<file path="src/rtl/multi_pulse_stretcher.sv">
// Multi-channel pulse stretcher: each channel turns a trigger into a gate of
// len_i clocks followed by holdoff_i dead clocks; rejected triggers are counted.

module msp_chan #(
  parameter int CNT_W = 8,
  parameter int EDGE  = 1
) (
  input  logic             clk_i,
  input  logic             rst_i,
  input  logic             arm_i,
  input  logic             pulse_i,
  input  logic [CNT_W-1:0] len_i,
  input  logic [CNT_W-1:0] holdoff_i,
  input  logic             retrig_i,
  output logic             gate_o,
  output logic             start_o,
  output logic             busy_o,
  output logic             rej_o
);
  typedef enum logic [1:0] {IDLE, GATE, HOLD} st_t;

  localparam logic [CNT_W-1:0] ONE = CNT_W'(1);

  st_t              st;
  logic [CNT_W-1:0] cnt;
  logic             prev;
  logic             trig;
  logic [CNT_W-1:0] len_m1;

  // arm_i masks the first cycle after reset so a level held through release is not an edge
  assign trig   = (EDGE != 0) ? (pulse_i & ~prev & arm_i) : pulse_i;
  assign len_m1 = (len_i == '0) ? '0 : len_i - ONE;
  assign busy_o = (st != IDLE);

  // The last HOLD cycle behaves as IDLE for triggers, giving spacing L + holdoff
  assign rej_o  = ~rst_i & trig &
                  (((st == GATE) & ~retrig_i) | ((st == HOLD) & (cnt != '0)));

  always_ff @(posedge clk_i) begin
    if (rst_i) begin
      st      <= IDLE;
      cnt     <= '0;
      prev    <= 1'b0;
      gate_o  <= 1'b0;
      start_o <= 1'b0;
    end else begin
      prev    <= pulse_i;
      start_o <= 1'b0;
      case (st)
        IDLE: if (trig) begin
          st      <= GATE;
          cnt     <= len_m1;
          gate_o  <= 1'b1;
          start_o <= 1'b1;
        end
        GATE: begin
          if (trig && retrig_i) begin
            cnt <= len_m1;
          end else if (cnt != '0) begin
            cnt <= cnt - ONE;
          end else if (holdoff_i != '0) begin
            st     <= HOLD;
            cnt    <= holdoff_i - ONE;
            gate_o <= 1'b0;
          end else begin
            st     <= IDLE;
            gate_o <= 1'b0;
          end
        end
        HOLD: begin
          if (cnt != '0) begin
            cnt <= cnt - ONE;
          end else if (trig) begin
            st      <= GATE;
            cnt     <= len_m1;
            gate_o  <= 1'b1;
            start_o <= 1'b1;
          end else begin
            st <= IDLE;
          end
        end
        default: begin
          st     <= IDLE;
          gate_o <= 1'b0;
        end
      endcase
    end
  end
endmodule

module multi_pulse_stretcher #(
  parameter int NCH   = 4,
  parameter int CNT_W = 8,
  parameter int EDGE  = 1
) (
  input  logic             clk_i,
  input  logic             rst_i,
  input  logic [NCH-1:0]   pulse_i,
  input  logic [CNT_W-1:0] len_i,
  input  logic [CNT_W-1:0] holdoff_i,
  input  logic             retrig_i,
  input  logic             drop_clr_i,
  output logic [NCH-1:0]   gate_o,
  output logic [NCH-1:0]   start_o,
  output logic             busy_o,
  output logic [15:0]      drop_cnt_o
);
  localparam int SW = $clog2(NCH + 1);

  logic [NCH-1:0] busy_ch;
  logic [NCH-1:0] rej;
  logic [SW-1:0]  rej_sum;
  logic [16:0]    drop_add;
  logic           arm_q;

  always_ff @(posedge clk_i) begin
    if (rst_i) arm_q <= 1'b0;
    else       arm_q <= 1'b1;
  end

  for (genvar n = 0; n < NCH; n++) begin : g_ch
    msp_chan #(.CNT_W(CNT_W), .EDGE(EDGE)) u_ch (
      .clk_i     (clk_i),
      .rst_i     (rst_i),
      .arm_i     (arm_q),
      .pulse_i   (pulse_i[n]),
      .len_i     (len_i),
      .holdoff_i (holdoff_i),
      .retrig_i  (retrig_i),
      .gate_o    (gate_o[n]),
      .start_o   (start_o[n]),
      .busy_o    (busy_ch[n]),
      .rej_o     (rej[n])
    );
  end

  assign busy_o = |busy_ch;

  always_comb begin
    rej_sum = '0;
    for (int i = 0; i < NCH; i++) rej_sum = rej_sum + SW'(rej[i]);
  end

  // 17-bit sum so a carry out of bit 15 means saturate
  assign drop_add = {1'b0, drop_cnt_o} + 17'(rej_sum);

  always_ff @(posedge clk_i) begin
    if (rst_i || drop_clr_i) drop_cnt_o <= '0;
    else if (drop_add[16])   drop_cnt_o <= 16'hFFFF;
    else                     drop_cnt_o <= drop_add[15:0];
  end
endmodule

</file>
<file path="config.mk">
export PLATFORM = sky130hd
export DESIGN_NAME = multi_pulse_stretcher
export DESIGN_NICKNAME = d
export VERILOG_FILES = /design/src/rtl/multi_pulse_stretcher.sv
export SDC_FILE = /design/constraint.sdc
export NUM_CORES = 1
export LEC_CHECK = 0
export CAP_MARGIN = 20
export CORE_MARGIN = 3
export CORE_UTILIZATION = 60
export CTS_BUF_LIST = sky130_fd_sc_hd__clkbuf_16
export CTS_CLUSTER_SIZE = 30
export DETAILED_ROUTE_END_ITERATION = 12
export PLACE_DENSITY_LB_ADDON = 0.3
export SKIP_LAST_GASP = 1
export SLEW_MARGIN = 20
export SYNTH_ARGS = -nofsm -noshare
export SYNTH_HDL_FRONTEND = slang
export SYNTH_SLANG_ARGS = --single-unit
</file>
<file path="constraint.sdc">
create_clock -name clk_i -period 6.24 [get_ports clk_i]
set_clock_uncertainty 0.15 [all_clocks]
set_input_delay 1.872 -clock clk_i [delete_from_list [all_inputs] [get_ports clk_i]]
set_output_delay 1.872 -clock clk_i [all_outputs]
set_load 0.02 [all_outputs]
</file>
==> impl_metrics.env, run 1 <==
export IMPL_io_pins=49
export IMPL_fillers=832
export IMPL_critical_path_buf_inv_count=3
export IMPL_setup_violations=0
export IMPL_total_power_mw=2.36
export IMPL_synth_nets=868
export IMPL_grt_start_max_net_pins=40
export IMPL_antenna_found_initial=0
export IMPL_end_kind="flip-flop"
export IMPL_clkLatencyLatePin_ns=0.34
export IMPL_port_buffers=48
export IMPL_vias_per_cell=6.88
export IMPL_cts_clk_slew_worst_paths_ns=0.06
export IMPL_fin_util_pct=69.5
export IMPL_hpwl_mm=13.7
export IMPL_synth_seq_cells=69
export IMPL_rrSetupSlack_ns=1.60
export IMPL_worst_slew_pin_slew_ns=1.14
export IMPL_hold_class="reg2reg"
export IMPL_drtIter0Drc=564
export IMPL_dpl_worst_slack_ns=0.188
export IMPL_dieArea_mm2=0.0114
export IMPL_area_delta_synth_final_pct=12.0
export IMPL_die_y_um=107
export IMPL_syn_area_mm2=0.00610
export IMPL_post_synth_cell_area_avg_um2=7.54
export IMPL_async_reset_ff_share_pct=0
export IMPL_rsz0062_at_grt="no"
export IMPL_finalMaxSlewViolations=0
export IMPL_wl_mm=19.5
export IMPL_r2r_cells=17
export IMPL_finalNetCount=877
export IMPL_ys_warn_count=0
export IMPL_multi_input_area_mm2=0.00429
export IMPL_grt_overflow=0
export IMPL_hold_slack_ns=0.346
export IMPL_grt_pass1_wl_mm=31.0
export IMPL_num_antenna_cells=0
export IMPL_start_kind="input pin"
export IMPL_die_w_um=107
export IMPL_htree_levels=3
export IMPL_place_gp_congestion=1.02
export IMPL_cp_required_ns=6.37
export IMPL_start_util_pct=62.1
export IMPL_cts_max_path_buffers=2
export IMPL_core_area_mm2=0.00982
export IMPL_pwr_density_cell_mw_per_mm2=345
export IMPL_cts_resized=0
export IMPL_slew_headroom_pct=22.1
export IMPL_cts_made_buffers=9
export IMPL_r2r_end="drop_cnt_o[6]"
export IMPL_cts_hold_buf=0
export IMPL_detail_route_antenna_nets=0
export IMPL_max_freq_mhz=175
export IMPL_ir_worst_vdd_v=0.000248
export IMPL_cp_max_fo=24
export IMPL_critPathSlowestCell="inv_1"
export IMPL_holdCritStartpoint="g_ch[0].u_ch.st[1]"
export IMPL_crit_top_cell="fa_1"
export IMPL_drt_first_pass_iters=8
export IMPL_period_share_pct=91.5
export IMPL_wire_per_inst_um=20.4
export IMPL_synth_seq_area_share_pct=22.7
export IMPL_p_leak_nw=2.51
export IMPL_tns_ns=0
export IMPL_maxCapViolCount=0
export IMPL_grt_use_total_pct=33.8
export IMPL_arrival_ns=5.84
export IMPL_cp_slowest_stage_delay_ns=0.56
export IMPL_cts_tree="done"
export IMPL_hold_viol=0
export IMPL_postCtsSetupRepairBufs=0
export IMPL_synth_cell_types=80
export IMPL_crit_family="adder cells"
export IMPL_via_count=6574
export IMPL_outcome="completed"
export IMPL_holdPathEnd="g_ch[0].u_ch.st[1]"
export IMPL_clkSinkCount=69
export IMPL_grt_pass1_vias=6248
export IMPL_post_route_min_period_ns=5.71
export IMPL_crit_type="in2reg"
export IMPL_setup_slack_ns=0.531
export IMPL_regArea_mm2=0.00138
export IMPL_cts_root_buffer="clkbuf_16"
export IMPL_drc=0
export IMPL_synth_edf_count=0
export IMPL_min_path_cells=2
export IMPL_crit_chain="clkdlybuf4s50_1 -> inv_1 -> o211ai_1 -> fa_1 -> fa_1 -> inv_1 -> fa_1 -> and3_1 -> and4_1 -> and4_1 -> nand2_1 -> o21a_1 -> nor2_1"
export IMPL_synth_cells=809
export IMPL_final_layout_size_suffix_gt1_share_pct=6.69
export IMPL_ys_flop_type="dfxtp_1"
export IMPL_r2r_start="g_ch[2].u_ch.cnt[0]"
export IMPL_core_rowCount=36
[cell usage after synthesis, types with 7 or more instances]
master    number  area share (%)
xor2_1        11             1.6
nor3_1        24             2.0
mux2i_1       14             2.3
or3_1         10             1.0
nand3_1       25             2.1
a21boi_0      10             1.2
clkbuf_1      36             2.2
a21oi_1       74             6.1
ha_1          32             6.6
and3_1         7            0.72
o211ai_1      14             1.7
o21ai_0       52             4.3
a211oi_1      23             2.8
dfxtp_1       69              23
o21a_1         7            0.86
o22ai_1       19             1.9
buf_4         11             1.4
inv_1         40             2.5
nand3b_1       7            0.86
buf_2          9            0.74
nor2b_1        9            0.92
nand2_1       69             4.2
a31oi_1       18             1.8
xnor2_1       16             2.3
nor2_1        68             4.2
[flip-flops by register name, summed over array words and instances, names as in the netlist]
| register | cells |
|---|---|
| g_ch.u_ch.st | 8 |
| g_ch.u_ch.prev | 4 |
| g_ch.u_ch.start_o | 4 |
| g_ch.u_ch.gate_o | 4 |
| drop_cnt_o | 16 |
| arm_q | 1 |
| g_ch.u_ch.cnt | 32 |
[worst max-delay path by stage]
stage	slack, ns	startpoint	end	cells after the start
finish	0.53	rst_i	drop_cnt_o[6]	13
global route	0.21	rst_i	drop_cnt_o[11]	12
CTS	0.54	rst_i	drop_cnt_o[6]	13
detailed placement	0.19	rst_i	drop_cnt_o[6]	13
global placement	0.34	rst_i	drop_cnt_o[6]	13
floorplan	1.14	pulse_i[0]	drop_cnt_o[10]	13
[metrics by stage]
| stage | instance area, um2 | cells |
|---|---|---|
| floorplan | 6100 | 809 |
| global placement | 6540 | 940 |
| detailed placement | 6540 | 940 |
| CTS | 6830 | 955 |
| global route | 6830 | 955 |
| finish | 6830 | 955 |
[layout by cell type (no fill, tap or decap), drive strengths merged, types with 11 or more instances in the layout]
| cell type | n |
|---|---|
| a211oi | 23 |
| a21boi | 12 |
| a21oi | 74 |
| a31oi | 18 |
| clkdlybuf4s50 | 48 |
| dfxtp | 69 |
| ha | 32 |
| inv | 40 |
| mux2i | 15 |
| nand2 | 69 |
| nand3 | 25 |
| nor2 | 69 |
| nor3 | 27 |
| o211ai | 14 |
| o21ai | 55 |
| o22ai | 19 |
| xnor2 | 16 |
| xor2 | 11 |
[worst register-to-register path, cell delays in order, from the launching register on]
cell     delay (ns)
dfxtp_1        0.38
inv_1          0.11
ha_1           0.19
nor3b_2        0.38
nand2_1        0.34
nand2_1        0.21
o21ai_0        0.10
nand3_1        0.11
fa_1           0.46
fa_1           0.47
inv_1          0.09
fa_1           0.21
and3_1         0.22
and4_1         0.28
and4_1         0.29
nand2_1        0.32
o21a_1         0.22
nor2_1         0.07
[report_power, final]
part / internal [mW] / total, mW / leakage, nW / switching [mW]
combinational: 0.469 / 1.22 / 1.81 / 0.752
sequential: 0.507 / 0.617 / 0.564 / 0.110
clock: 0.307 / 0.516 / 0.141 / 0.209
[cell families after synthesis]
logic type	after synthesis	synth area share, %
buffers and inverters	99	6.96
AND/OR/NAND/NOR	277	25.0
multiplexers	18	3.22
flip-flops	69	22.7
adder cells (fa/ha/maj)	35	7.55
AO/OA/AOI/OAI	284	30.7
XOR/XNOR	27	3.88
[routing by layer]
metal	global-route usage, %	part of all wire [%]
met5	0	0
met4	19.1	5.5
met3	6.26	9.9
met2	54.8	46
met1	42.2	39
[cell type report]
cell class	instances	area share, %
Multi-Input combinational cell	641	62.9
Clock inverter	6	0.953
Clock buffer	9	3.30
Inverter	40	2.20
Timing Repair Buffer	57	8.02
Sequential cell	69	20.2
Tap cell	133	2.44
(Power assumes the default switching activity.)
==> run 2: changes to the inputs <==
--- a/config.mk
+++ b/config.mk
@@ -7,8 +7,7 @@
 export LEC_CHECK = 0
 export CAP_MARGIN = 20
 export CORE_MARGIN = 3
-export CORE_UTILIZATION = 60
-export CTS_BUF_LIST = sky130_fd_sc_hd__clkbuf_16
+export CORE_UTILIZATION = 29
 export CTS_CLUSTER_SIZE = 30
 export DETAILED_ROUTE_END_ITERATION = 12
 export PLACE_DENSITY_LB_ADDON = 0.3
==> run 2 against run 1 <==
Compared with the run above:
- die area increased by 100%
- clock-buffer cell count increased by 1
- core utilization decreased by 35 points
- design area increased by 3.2%
- total power decreased by 0.91%
- setup slack improved by 0.36 ns
- clock power decreased by 3%
- highest routed layer unchanged
==> impl_metrics.env, run 2 (synthesis gave the netlist of run 1 again) <==
export IMPL_outcome="completed"
export IMPL_arrival_ns=5.49
export IMPL_r2r_cells=17
export IMPL_crit_type="in2reg"
export IMPL_top_register="g_ch.u_ch.cnt"
export IMPL_area_delta_synth_final_pct=15.6
export IMPL_finalMaxSlewViolations=0
export IMPL_max_freq_mhz=187
export IMPL_pwr_density_cell_mw_per_mm2=331
export IMPL_hpwl_mm=14.4
export IMPL_ir_worst_vdd_v=0.000124
export IMPL_hold_viol=0
export IMPL_grt_use_total_pct=17.8
export IMPL_sequentialPowerShare_pct=26.4
export IMPL_cp_slowest_stage_delay_ns=0.69
export IMPL_fillers=2185
export IMPL_via_count=6307
export IMPL_combPwrFrac_pct=52.1
export IMPL_cp_required_ns=6.38
export IMPL_rsz0062_at_grt="no"
export IMPL_p_int_mw=1.26
export IMPL_core_area_mm2=0.0204
export IMPL_detail_route_antenna_nets=0
export IMPL_final_layout_size_suffix_gt1_share_pct=7.82
export IMPL_slew_headroom_pct=30.9
export IMPL_r2r_start="g_ch[2].u_ch.cnt[0]"
export IMPL_p_leak_nw=2.55
export IMPL_setup_violations=0
export IMPL_core_rowCount=52
export IMPL_cp_depth=13
export IMPL_hold_class="reg2reg"
export IMPL_port_buffers=48
export IMPL_tns_ns=0
export IMPL_rrSetupSlack_ns=1.66
export IMPL_start_util_pct=29.9
export IMPL_grt_pass1_vias=5658
export IMPL_hold_slack_ns=0.350
export IMPL_finalNetCount=885
export IMPL_crit_top_cell="fa_1"
export IMPL_largest_reg_flops=32
export IMPL_cts_tree="done"
export IMPL_clkSinkCount=69
export IMPL_crit_chain="clkdlybuf4s50_1 -> nor2b_1 -> o211ai_1 -> fa_1 -> fa_1 -> inv_1 -> fa_1 -> and3_1 -> and4_1 -> and4_1 -> nand2_1 -> o21a_1 -> nor2_1"
export IMPL_switching_share_pct=46.0
export IMPL_start_kind="input pin"
export IMPL_top_regs="g_ch.u_ch.cnt: 32 flops, drop_cnt_o: 16 flops, g_ch.u_ch.st: 8 flops"
export IMPL_antenna_found_initial=0
export IMPL_htree_levels=3
export IMPL_critical_path_buf_inv_count=2
export IMPL_grt_start_max_net_pins=40
export IMPL_period_share_pct=85.7
export IMPL_cts_hold_buf=0
export IMPL_min_path_cells=2
export IMPL_critPathSlowestCell="clkdlybuf4s50_1"
export IMPL_grt_pass1_wl_mm=32.0
export IMPL_cts_made_buffers=9
export IMPL_grt_overflow=0
export IMPL_mostFrequentLayoutCells="a21oi_1 (74), nand2_1 (69), dfxtp_1 (69), nor2_1 (68), o21ai_0 (52)"
export IMPL_place_gp_congestion=0.889
export IMPL_num_antenna_cells=0
export IMPL_multi_input_area_mm2=0.00429
export IMPL_crit_family="simple AND/OR/NAND/NOR gates"
export IMPL_cts_root_buffer="clkbuf_16"
export IMPL_drc=0
export IMPL_total_power_mw=2.33
export IMPL_drt_first_pass_iters=6
export IMPL_drtIter0Drc=635
export IMPL_clkPwrFrac_pct=21.5
export IMPL_cp_max_fo=14
export IMPL_worst_slew_pin_slew_ns=1.04
export IMPL_clkLatencyLatePin_ns=0.35
export IMPL_io_pins=49
export IMPL_regArea_mm2=0.00138
export IMPL_r2r_end="drop_cnt_o[6]"
export IMPL_final_common_cell="a21oi_1"
export IMPL_holdPathEnd="g_ch[0].u_ch.st[1]"
export IMPL_cts_max_path_buffers=2
export IMPL_wl_mm=20.3
export IMPL_end_kind="flip-flop"
export IMPL_wire_per_inst_um=18.5
export IMPL_power_switching_mw=1.07
export IMPL_cts_resized=0
export IMPL_die_w_um=151
export IMPL_cts_clk_slew_worst_paths_ns=0.06
export IMPL_dieArea_mm2=0.0228
export IMPL_postCtsSetupRepairBufs=0
export IMPL_maxCapViolCount=0
export IMPL_die_y_um=151
export IMPL_vias_per_cell=5.73
export IMPL_holdCritStartpoint="g_ch[0].u_ch.st[1]"
export IMPL_post_route_min_period_ns=5.35
==> run 2: per-layer routing <==
layer  wire, um  GRT usage (%)
met1       9090           24.8
met2       9230           27.7
met3       1510           3.11
met4        520           6.12
met5          0              0
==> run 2: power by group through the flow <==
stage               registers [mW]  clock network, mW  logic (mW)
global placement             0.623                  0        1.19
CTS                          0.613              0.513        1.19
detailed placement           0.622                  0        1.19
finish                       0.615              0.502        1.22
global route                 0.627              0.531        1.35
floorplan                    0.579                  0       0.939
==> run 2: tightest hold or removal path, delay by kind of cell (launching register included) <==
kind,cells,cell delay [ns]
DFF,1,0.33
and+or+nand+nor,1,0.06
AOI/OAI and AO/OA,1,0.05
==> run 2: how the worst max path moves through the flow <==
stage | startpoint | to | slack [ns]
2_1_floorplan | pulse_i[0] | drop_cnt_o[10] | 1.14
3_3_place_gp | retrig_i | drop_cnt_o[6] | 0.60
5_1_grt | retrig_i | drop_cnt_o[6] | 0.63
4_1_cts | retrig_i | drop_cnt_o[6] | 0.90
3_5_place_dp | retrig_i | drop_cnt_o[6] | 0.55
6_report | retrig_i | drop_cnt_o[6] | 0.89
==> run 2: area by class of cell <==
| cell class | count | area share (%) |
|---|---|---|
| multi-input cells | 641 | 60.9 |
| flip-flops and latches | 69 | 19.6 |
| repair buffers | 65 | 8.55 |
| well taps | 270 | 4.79 |
| clock buffers | 10 | 3.39 |
| inverters | 40 | 2.13 |
| clock inverters | 6 | 0.657 |
==> run 2: per-stage QoR <==
step	worst slack [ns]	std cells	utilization, %	cell area (um2)
global placement	0.598	1085	33.1	6770
CTS	0.898	1101	34.5	7050
floorplan	1.14	809	-	6100
finish	0.894	1101	34.5	7050
detailed placement	0.547	1085	33.1	6770
global route	0.630	1101	34.5	7050
==> run 3: changes to the inputs <==
==> constraint.sdc (replaced) <==
create_clock -name clk_i -period 4.6 [get_ports clk_i]
set_clock_uncertainty 0.15 [all_clocks]
set_input_delay 1.38 -clock clk_i [delete_from_list [all_inputs] [get_ports clk_i]]
set_output_delay 1.38 -clock clk_i [all_outputs]
set_load 0.02 [all_outputs]
==> run 3 against run 2 <==
Compared with the run above:
- core utilization increased by 0.95 points
- clock-buffer cell count increased by 3
- sequential share of layout area decreased by 0.52 points
- hold slack got worse by 0.0082 ns
- design area increased by 2.8%
- clock power increased by 49%
- register-to-register slack got worse by 1.3 ns
- critical path depth unchanged
- combinational power increased by 39%
- critical endpoint is now drop_cnt_o[4]
- largest power group unchanged
- highest routed layer unchanged
==> impl_metrics.env, run 3 (synthesis gave the netlist of run 1 again) <==
export IMPL_postCtsSetupRepairBufs=0
export IMPL_place_gp_congestion=0.925
export IMPL_r2r_start="g_ch[0].u_ch.st[0]"
export IMPL_area_delta_synth_final_pct=18.8
export IMPL_holdPathEnd="g_ch[0].u_ch.st[1]"
export IMPL_io_pins=49
export IMPL_cts_tree="done"
export IMPL_hpwl_mm=14.8
export IMPL_rsz0062_at_grt="no"
export IMPL_end_kind="flip-flop"
export IMPL_final_cells=1122
export IMPL_holdCritStartpoint="g_ch[0].u_ch.st[1]"
export IMPL_crit_chain="clkdlybuf4s50_1 -> and3b_1 -> o211ai_1 -> fa_1 -> fa_1 -> inv_1 -> fa_1 -> and3_1 -> and4_1 -> and4_1 -> nand2_1 -> buf_4 -> a21oi_1"
export IMPL_port_buffers=48
export IMPL_multi_input_area_mm2=0.00430
export IMPL_wl_mm=20.4
export IMPL_start_kind="input pin"
export IMPL_ir_worst_vdd_v=0.000158
export IMPL_worst_slew_pin_slew_ns=0.753
export IMPL_rrSetupSlack_ns=0.39
export IMPL_final_common_cell="a21oi_1"
export IMPL_min_path_cells=2
export IMPL_grt_overflow=0
export IMPL_cts_root_buffer="clkbuf_16"
export IMPL_grt_pass1_wl_mm=32.7
export IMPL_period_share_pct=94.7
export IMPL_grt_start_max_net_pins=40
export IMPL_crit_top_cell="fa_1"
export IMPL_antenna_found_initial=0
export IMPL_grt_use_total_pct=18.1
export IMPL_drc=0
export IMPL_p_leak_nw=2.68
export IMPL_slew_headroom_pct=49.7
export IMPL_maxCapViolCount=0
export IMPL_regArea_mm2=0.00138
export IMPL_largest_reg_flops=32
export IMPL_cts_made_buffers=9
export IMPL_crit_type="in2reg"
export IMPL_wire_per_inst_um=18.2
export IMPL_outcome="completed"
export IMPL_drtIter0Drc=608
export IMPL_arrival_ns=4.48
export IMPL_grt_pass1_vias=5968
export IMPL_cts_resized=0
export IMPL_final_layout_size_suffix_gt1_share_pct=10.1
export IMPL_clkSinkCount=69
export IMPL_pwr_density_cell_mw_per_mm2=452
export IMPL_hold_slack_ns=0.342
export IMPL_core_rowCount=52
export IMPL_total_power_mw=3.27
export IMPL_start_util_pct=29.9
export IMPL_r2r_end="drop_cnt_o[4]"
export IMPL_cp_max_fo=7
export IMPL_cp_required_ns=4.72
export IMPL_num_antenna_cells=0
export IMPL_finalMaxSlewViolations=0
export IMPL_htree_levels=3
export IMPL_clkLatencyLatePin_ns=0.35
export IMPL_cp_slowest_stage_delay_ns=0.50
export IMPL_finalNetCount=906
export IMPL_critPathSlowestCell="fa_1"
export IMPL_post_route_min_period_ns=4.36
export IMPL_via_count=6394
export IMPL_dp_cells=1106
export IMPL_top_register="g_ch.u_ch.cnt"
export IMPL_max_freq_mhz=230
export IMPL_core_area_mm2=0.0204
export IMPL_setup_slack_ns=0.243
export IMPL_r2r_cells=15
export IMPL_top_regs="g_ch.u_ch.cnt: 32 flops, drop_cnt_o: 16 flops, g_ch.u_ch.st: 8 flops"
export IMPL_cts_clk_slew_worst_paths_ns=0.06
export IMPL_dieArea_mm2=0.0228
export IMPL_fillers=2189
export IMPL_die_w_um=151
export IMPL_cts_max_path_buffers=2
export IMPL_detail_route_antenna_nets=0
export IMPL_die_y_um=151
export IMPL_mostFrequentLayoutCells="a21oi_1 (74), nand2_1 (69), dfxtp_1 (69), nor2_1 (68), o21ai_0 (51)"
export IMPL_drt_first_pass_iters=6
export IMPL_setup_violations=0
export IMPL_hold_class="reg2reg"
export IMPL_hold_viol=0
export IMPL_vias_per_cell=5.70
export IMPL_fin_util_pct=35.5
export IMPL_dpl_worst_slack_ns=-0.214
export IMPL_cts_hold_buf=0
## run 3: report_power, final
part / switching [mW] / internal [mW]
Sequential: 0.146 / 0.688
Combinational: 1.02 / 0.675
Clock: 0.285 / 0.464
Total: 1.45 / 1.83
## run 3: how the worst max path moves through the flow
stage	startpoint	to	slack [ns]	cells past startpoint
after floorplan	pulse_i[2]	drop_cnt_o[10]	0.13	13
after global placement	retrig_i	drop_cnt_o[14]	-0.13	13
after detailed placement	retrig_i	drop_cnt_o[8]	-0.21	13
after CTS	retrig_i	drop_cnt_o[4]	0.11	13
after global routing	pulse_i[0]	drop_cnt_o[8]	0.02	13
final	pulse_i[0]	drop_cnt_o[4]	0.24	13
## run 3: metrics by stage
step	TNS (ns)	cell area, um2
2_1_floorplan	0	6100
3_3_place_gp	-1.66	6920
3_5_place_dp	-3.05	6920
4_1_cts	0	7240
5_1_grt	0	7240
6_report	0	7240
## run 3: critical path: cells and delay by family
family	cells	cell delay (ns)
AO/OA/AOI/OAI	2	0.23
AND/OR/NAND/NOR	5	0.95
adder cells (fa/ha/maj)	3	1.16
buffers and inverters	3	0.75
## run 3: layer usage
layer / GRT usage [%] / routed length (um)
met3: 2.45 / 1310
met4: 7.62 / 549
met1: 24.7 / 9030
met5: 0 / 0
met2: 28.7 / 9550
## run 3: area by class of cell
| cell class | instances | area share [%] |
|---|---|---|
| multi-input combinational | 641 | 59.3 |
| sequential | 69 | 19.1 |
| tap | 270 | 4.66 |
| timing repair buffer | 86 | 10.5 |
| inverter | 40 | 2.07 |
| clock inverter | 3 | 0.587 |
| clock buffer | 13 | 3.73 |
